$ cat src/rtl/fetch_issue_ctrl.sv
// fetch_issue_ctrl: fetch-buffer occupancy tracking and dual-slot issue control.
// Takes in icache fetch packets of 1 or 2 instructions and grants up to two
// dequeues per cycle to decode. An oldest entry that carries a fetch exception
// parks the FSM in DRAIN, where it waits for the redirect flush.
// Optional macro FETCH_ISSUE_PERF_EN adds the dual-issue and bubble counters.
// When the macro is absent, both counter outputs are tied to 0.
module fetch_issue_ctrl #(
    parameter int DEPTH  = 14,
    parameter int MARGIN = 2
) (
    input  logic        clk,
    input  logic        rst,
    input  logic        flush,
    input  logic        stall,
    input  logic        enq_valid,
    input  logic        enq_two,
    input  logic        head_valid0,
    input  logic        head_valid1,
    input  logic        head_excp0,
    input  logic        head_brtaken0,
    input  logic        dec_ready,
    output logic        if0,
    output logic        if1,
    output logic        fetch_ready,
    output logic [3:0]  count,
    output logic [1:0]  state,
    output logic [31:0] perf_dual,
    output logic [31:0] perf_bubble
);
    typedef enum logic [1:0] {IDLE = 2'b00, RUN = 2'b01, DRAIN = 2'b10, RECOVER = 2'b11} state_t;
    state_t     state_q, state_d;
    logic [3:0] count_q, count_d;
    logic [4:0] sum;
    logic       run, enq;
    // Grants, enqueue acceptance, next occupancy and next FSM state
    always_comb begin
        run         = state_q == RUN;
        if0         = run & ~stall & dec_ready & (count_q != 4'd0) & head_valid0;
        if1         = if0 & (count_q >= 4'd2) & head_valid1 & ~head_excp0 & ~head_brtaken0;
        fetch_ready = run & ({1'b0, count_q} <= 5'(DEPTH - MARGIN));
        enq         = enq_valid & fetch_ready & ~stall;
        sum         = {1'b0, count_q} + (enq ? (enq_two ? 5'd2 : 5'd1) : 5'd0)
                      - {4'd0, if0} - {4'd0, if1};
        count_d     = flush ? 4'd0 : sum[3:0];
        state_d     = flush ? RECOVER :
                      (state_q == IDLE || state_q == RECOVER) ? RUN :
                      (if0 & head_excp0) ? DRAIN : state_q;
    end
    // State and occupancy registers; reset wins over flush
    always_ff @(posedge clk) begin
        if (rst) begin
            state_q <= IDLE;
            count_q <= 4'd0;
        end else begin
            state_q <= state_d;
            count_q <= count_d;
        end
    end
    assign count = count_q;
    assign state = state_q;
`ifdef FETCH_ISSUE_PERF_EN
    logic [31:0] perf_dual_q, perf_bubble_q;
    // Free-running event counters; flush leaves them untouched
    always_ff @(posedge clk) begin
        if (rst) begin
            perf_dual_q   <= 32'd0;
            perf_bubble_q <= 32'd0;
        end else begin
            perf_dual_q   <= perf_dual_q + {31'd0, if1};
            perf_bubble_q <= perf_bubble_q + {31'd0, run & dec_ready & (count_q == 4'd0)};
        end
    end
    assign perf_dual   = perf_dual_q;
    assign perf_bubble = perf_bubble_q;
`else
    assign perf_dual   = 32'd0;
    assign perf_bubble = 32'd0;
`endif
endmodule

$ cat config.mk
export PLATFORM = sky130hd
export DESIGN_NAME = fetch_issue_ctrl
export DESIGN_NICKNAME = d
export VERILOG_FILES = /design/src/rtl/fetch_issue_ctrl.sv
export SDC_FILE = /design/constraint.sdc
export NUM_CORES = 1
export LEC_CHECK = 0
export CAP_MARGIN = 25
export CORE_ASPECT_RATIO = 2
export CORE_MARGIN = 1
export CORE_UTILIZATION = 32
export CTS_BUF_LIST = sky130_fd_sc_hd__clkbuf_16
export CTS_CLUSTER_DIAMETER = 30
export DETAILED_ROUTE_END_ITERATION = 16
export PLACE_DENSITY = 0.89
export REMOVE_ABC_BUFFERS = 1
export SLEW_MARGIN = 40
export SYNTH_ARGS = -nofsm -noshare
export SYNTH_HDL_FRONTEND = slang
export SYNTH_SLANG_ARGS = --single-unit
$ cat constraint.sdc
create_clock -name clk -period 3 [get_ports clk]
set_input_delay 0.3 -clock clk [delete_from_list [all_inputs] [get_ports clk]]
set_output_delay 0.3 -clock clk [all_outputs]
set_load 0.005 [all_outputs]
==> impl_metrics.json <==
{
  "outcome": "complete, no violations",
  "fin_cells": 177,
  "dp.cells": 172,
  "grt.overflow.total": 0,
  "grt_start_max_net_pins": 9,
  "syn2layout_area_growth_pct": 15.2,
  "synth.ff_latch_count": 6,
  "globalRouteTotalUtil_pct": 10.2,
  "final-hold-violation-count": 0,
  "cts_inserted_buffers": 3,
  "seq_area_frac_synth_pct": 12.1,
  "final-setup-viol-count": 0,
  "routability_driven_placement_congestion_ratio": 0.794,
  "initial_utilization_pct": 33.8,
  "final_common_cell": "sky130_fd_sc_hd__conb_1",
  "fp.dieH_um": 80.9,
  "arrival_ps": 3020,
  "routed_wirelength_mm": 1.71,
  "post_route_cells_drive_above_1_share_pct": 18.4,
  "num_rows": 28,
  "synthesis.area_per_instance_um2": 8.30,
  "insertion_delay_ps": 230,
  "grt_util_met3_pct": 2.22,
  "syn-cell-area_um2": 996,
  "postSynth.asyncResetShare_pct": 0,
  "clock_sinks": 6,
  "critical_path.startpoint_type": "flip-flop",
  "worst_path_slowest_cell": "sky130_fd_sc_hd__fa_1",
  "power_density_nw_per_um2": 332,
  "timing.final.crit_period_ps": 2870,
  "h-tree-depth": 1,
  "global_route.peak_usage_layer": "met2",
  "max_clock_freq_mhz": 348,
  "end_kind": "flip-flop",
  "p_total_uw": 381,
  "critical_path.startpoint": "state[1]",
  "route.detailed.wl_per_inst_um": 9.65,
  "detail_route.vias_per_cell": 3.93,
  "finalCritPeriodShare_pct": 95.8,
  "cts-root-to-sink-buffers": 2,
  "number_of_global_route_vias_before_repair": 599,
  "synth_largest_type_area_fraction_pct": 48.2,
  "synth.distinct_cells": 27,
  "synthFlopType": "sky130_fd_sc_hd__dfxtp_1",
  "tritoncts": "built",
  "portBuffers": 19,
  "grt_pass1_wl_mm": 2.48,
  "yosys_warnings": 0,
  "synth_enable_flop_cells": 0,
  "cts_root_buf": "sky130_fd_sc_hd__clkbuf_16",
  "drt_pre_antenna_iters": 3,
  "gr-usage-met1_pct": 6.32,
  "num-nets-final": 170,
  "vdd.ir_drop.worst_mv": 0.251,
  "cell_leakage_power_uw": 0.000576,
  "min_path_type": "flip-flop to flip-flop",
  "antenna_found_initial": 0,
  "groute.layer.met2.usage_pct": 20.5,
  "worst_clock_skew_on_the_final_layout_ps": 0.195,
  "timing.setup.tns_ps": 0,
  "required_ps": 3150,
  "setup_ws_ps": 126,
  "final-max-slew-violation-count": 0,
  "path_class": "flip-flop to flip-flop",
  "worstHoldStart": "state[1]",
  "design.portCount": 84,
  "core-area_um2": 2940,
  "route.vias.total": 695,
  "buffers_plus_inverters_on_the_worst_setup_path": 3,
  "dp_hpwl_mm": 1.46,
  "detail_route.iter0.violations": 11,
  "commonest_non_fill_non_tap_cells_in_the_layout": "sky130_fd_sc_hd__conb_1, sky130_fd_sc_hd__clkdlybuf4s50_1, sky130_fd_sc_hd__inv_1, sky130_fd_sc_hd__buf_4",
  "timing.max_cap.violations": 0,
  "die_width_um": 41.5,
  "cpPeakStageDelay_ps": 560,
  "yosys-top-cells-area": "sky130_fd_sc_hd__buf_4, sky130_fd_sc_hd__dfxtp_1, sky130_fd_sc_hd__ha_1",
  "postRouteAntennaNets": 0,
  "drc": 0,
  "cell_type_with_the_largest_total_area_after_synthesis": "sky130_fd_sc_hd__buf_4",
  "timing.critical_path.max_delay_family": "adder cells",
  "timing.critical_path.cells": "inv_2 -> ha_4 -> and4b_1 -> and4_4 -> fa_1 -> fa_1 -> inv_2 -> ha_4 -> inv_4 -> fa_2 -> xor2_1 -> nor3_1",
  "dieArea_um2": 3350,
  "r2r-start": "state[1]",
  "antenna-diode-count": 0,
  "crit_fanout": 2,
  "clk_pin_slew_ps": 30,
  "number_of_standard_cells_after_synthesis": 120,
  "place_worst_setup_slack_ps": -280
}
## timing repair
action,4_1_cts,5_1_grt
setup buffers,0,2
resized for setup,1,16
setup endpoints to repair,2,3
hold buffers,0,0
pin swaps,2,7
## worst min-delay path: cells and delay by family (launching register included)
| kind | cells | cell delay [ps] |
|---|---|---|
| buf+inv | 1 | 110 |
| flops | 1 | 330 |
| compound gates | 2 | 190 |
## layer usage
layer	vias up	share of wire, %
li1	310	-
met1	302	25
met2	76	58
met3	7	11
met4	0	5.7
met5	-	0
## metrics by stage
step	util [%]	hold slack (ps)	cell area, µm²
after floorplan	-	368	742
after global placement	34.5	625	1010
after detailed placement	34.5	656	1010
after CTS	37.1	667	1090
after global routing	39.0	707	1150
final	39.0	657	1150
## power by group
part           leakage (µW)  total (µW)  switching (µW)  internal [µW]
registers         0.0000504        86.2            2.82           83.4
clock network     0.0000370         221            49.4            171
logic              0.000488        74.0            40.1           33.9
## final cells by class
cell class | count | area (µm²)
timing repair buffer | 27 | 253
fill | 300 | 1800
inverter | 12 | 47.5
clock buffer | 3 | 75.1
sequential | 6 | 125
tap | 30 | 37.5
multi-input combinational | 99 | 609
## kinds of logic after synthesis
kind of cell | after synthesis | synth area share, %
flip-flops | 6 | 12.1
AO/OA/AOI/OAI | 8 | 7.66
adder cells (fa/ha/maj) | 10 | 14.8
XOR/XNOR | 1 | 0.880
other | 1 | 0.377
buffers and inverters | 78 | 53.8
AND/OR/NAND/NOR | 16 | 10.4
## sequential cells by signal, indices dropped and copies added, names as in the netlist
register,flops
count,4
state,2
## cell usage after synthesis, types with 2 or more instances
cell type,number
sky130_fd_sc_hd__buf_4,64
sky130_fd_sc_hd__inv_1,12
sky130_fd_sc_hd__ha_1,7
sky130_fd_sc_hd__dfxtp_1,6
sky130_fd_sc_hd__nor3_1,4
sky130_fd_sc_hd__fa_1,3
sky130_fd_sc_hd__nor3b_1,3
sky130_fd_sc_hd__nor2_1,2
## final timing paths
| kind | to | slack [ps] | cells after the start |
|---|---|---|---|
| setup / recovery | count[2] | 130 | 12 |
| setup reg to reg | count[2] | 130 | 12 |
| hold / removal | state[1] | 660 | 3 |
| hold reg to reg | state[1] | 660 | 3 |
No activity file was read; power rests on OpenSTA's default activity.
==> variant (config.mk and constraints unchanged) <==
Add a define of `FETCH_ISSUE_PERF_EN`.
--- a/src/rtl/fetch_issue_ctrl.sv
+++ b/src/rtl/fetch_issue_ctrl.sv
@@ -5,4 +5,6 @@
 // Optional macro FETCH_ISSUE_PERF_EN adds the dual-issue and bubble counters.
 // When the macro is absent, both counter outputs are tied to 0.
+`define FETCH_ISSUE_PERF_EN
+
 module fetch_issue_ctrl #(
     parameter int DEPTH  = 14,
Function: changed (Yosys sat finds a counterexample within 4 cycles, from zero or initial values and one cycle with rst high).
==> variant against the unedited design <==
- synthesized cell count grew to 3.3 times the old value
- power grew to 5.8 times the old value
- the run now ends with setup timing left
- sequential cell count grew 64
- design area rose to 4.4 times the old value
- area after synthesis grew to 3.5 times the old value
- largest power group unchanged
- routed wire length increased to 5.6 times the old value
- highest routed layer unchanged
- cell count grew to 3.7 times the old value
- worst setup slack got worse by 0.34 ns
==> variant: results (changes against the unedited design) <==
[metrics] outcome: finished, violations left (was completed)
[metrics] failing checks: setup timing
[metrics] number of H-tree levels: 3 (was 1)
[metrics] area used by sequential logic in the layout: 1400 sq um (was 125 sq um)
[metrics] ranking of synthesized cells by instance count: 70 x dfxtp_1, 35 x nor2_1, 32 x a21oi_1 (was 64 x buf_4, 12 x inv_1, 7 x ha_1)
[metrics] pin count of the biggest net entering global routing: 53 (was 9)
[metrics] post-route worst setup slack: -0.213 ns (was 0.126 ns)
[metrics] routability-driven placement congestion ratio: 0.796 (was 0.794)
[metrics] Post-layout nets: 533 (was 170)
[metrics] Total Neg Setup Slack: -0.533 ns (was 0 ns)
[metrics] slowest stage cell, crit path: fa_2 (was fa_1)
[metrics] Fill cells: 1,012 (was 300)
[metrics] dpl hpwl: 6.93 mm (was 1.46 mm)
[metrics] dominant cells by area after synthesis: dfxtp_1 41%, a21oi_1 4.6%, xnor2_1 4.1%, ha_1 4.0%, or4_1 3.9% (was buf_4 48%, dfxtp_1 12%, ha_1 8.8%, fa_1 6.0%, inv_1 4.5%)
[metrics] clock-pin slew reported for the worst setup and hold paths after clock tree synthesis: 0.05 ns (was 0.03 ns)
[metrics] fraction of layout cells with a size suffix above 1: 0.181 (was 0.184)
[metrics] port buffer count: 83 (was 19)
[metrics] Hold WC Path Type: in -> reg (was reg -> reg)
[metrics] pre-CTS worst setup slack: -0.441 ns (was -0.280 ns)
[metrics] Final Skew: 0.00693 ns (was 0.000195 ns)
[metrics] count of routing violations after the opening detailed-route iteration: 273 (was 11)
[metrics] hold wc startpoint: rst (was state[1]$_SDFFE_PP0P_)
[metrics] Cell Area, Placed: 4560 sq um (was 1010 sq um)
[metrics] launching element of the worst setup path: count[2]$_SDFF_PP0_ (was state[1]$_SDFFE_PP0P_)
[metrics] number of distinct standard cells referenced by the synthesized netlist: 36 (was 27)
[metrics] Pleak: 1.74 nW (was 0.576 nW)
[metrics] total routing usage reported by global routing: 0.177 (was 0.102)
[metrics] vias in the first global route: 3,381 (was 599)
[metrics] number of buffers inserted during clock tree synthesis: 9 (was 3)
[metrics] drt pass-1 iters: 4 (was 3)
[metrics] clock latency of the later-clocked register in the worst-skew pair: 0.33 ns (was 0.23 ns)
[metrics] Max VDD drop: 332 uV (was 251 uV)
[metrics] number of setup violations in the final report: 3 (was 0)
[metrics] via/cell ratio: 5.35 (was 3.93)
[metrics] Arr. time, crit path: 3.47 ns (was 3.02 ns)
[metrics] Wirelength per Cell: 14.8 um (was 9.65 um)
## variant: cells by family after synthesis
group	Yosys count	share of synthesized area
AND/OR/NAND/NOR	181	0.296
flip-flops	70	0.407
AO/OA/AOI/OAI	66	0.112
buffers and inverters	33	0.0381
XOR/XNOR	25	0.0635
adder cells (fa/ha/maj)	14	0.0574
multiplexers	8	0.0261
## variant: metrics by stage
step	total power, mW	cells
finish	2.21	650
global route	2.29	650
CTS	2.24	644
detailed placement	1.03	625
global placement	1.02	625
floorplan	0.975	381
## variant: final timing paths
| kind | to | slack, ns | depth (start not counted) |
|---|---|---|---|
| setup / recovery | count[1]$_SDFF_PP0_ | -0.21 | 11 |
| hold / removal | perf_dual[4]$_SDFF_PP0_ | 0.45 | 2 |
| setup reg to reg | count[1]$_SDFF_PP0_ | -0.21 | 11 |
| hold reg to reg | perf_dual[31]$_SDFF_PP0_ | 0.49 | 2 |
## variant: worst max-delay path: cells and delay by family, from the launching register on
family | cells | cell delay (ns)
adder cells (fa/ha/maj) | 5 | 1.86
AND/OR/NAND/NOR | 4 | 0.83
buffers and inverters | 2 | 0.12
flip-flops | 1 | 0.32
## variant: final cells by class
type,count,area share
Clock buffer,9,0.0441
Clock inverter,7,0.0221
Inverter,17,0.0125
Multi-Input combinational cell,294,0.400
Sequential cell,70,0.275
Tap cell,137,0.0336
Timing Repair Buffer,116,0.213
## variant: routing by layer
| metal | GRT usage | part of all wire | wire length, um | vias up |
|---|---|---|---|---|
| met2 | 0.323 | 0.57 | 5440 | 113 |
| met1 | 0.175 | 0.36 | 3410 | 1672 |
| li1 | - | - | - | 1675 |
| met3 | 0.0473 | 0.053 | 513 | 19 |
| met5 | 0 | 0 | 0 | - |
| met4 | 0.0907 | 0.026 | 246 | 0 |
## variant: power by group
group          internal [mW]  switching, mW  total [mW]
logic                 0.0390         0.0382      0.0772
clock network          0.805          0.395        1.20
registers              0.934        0.00295       0.937
total                   1.78          0.436        2.21
## variant: what timing repair did
action / 4_1_cts / 5_1_grt
gates cloned: 0 / 1
resized for setup: 17 / 22
endpoints found under the hold margin: 0 / 0
setup buffers: 3 / 5
setup endpoints to repair: 10 / 16
pin swaps: 8 / 16
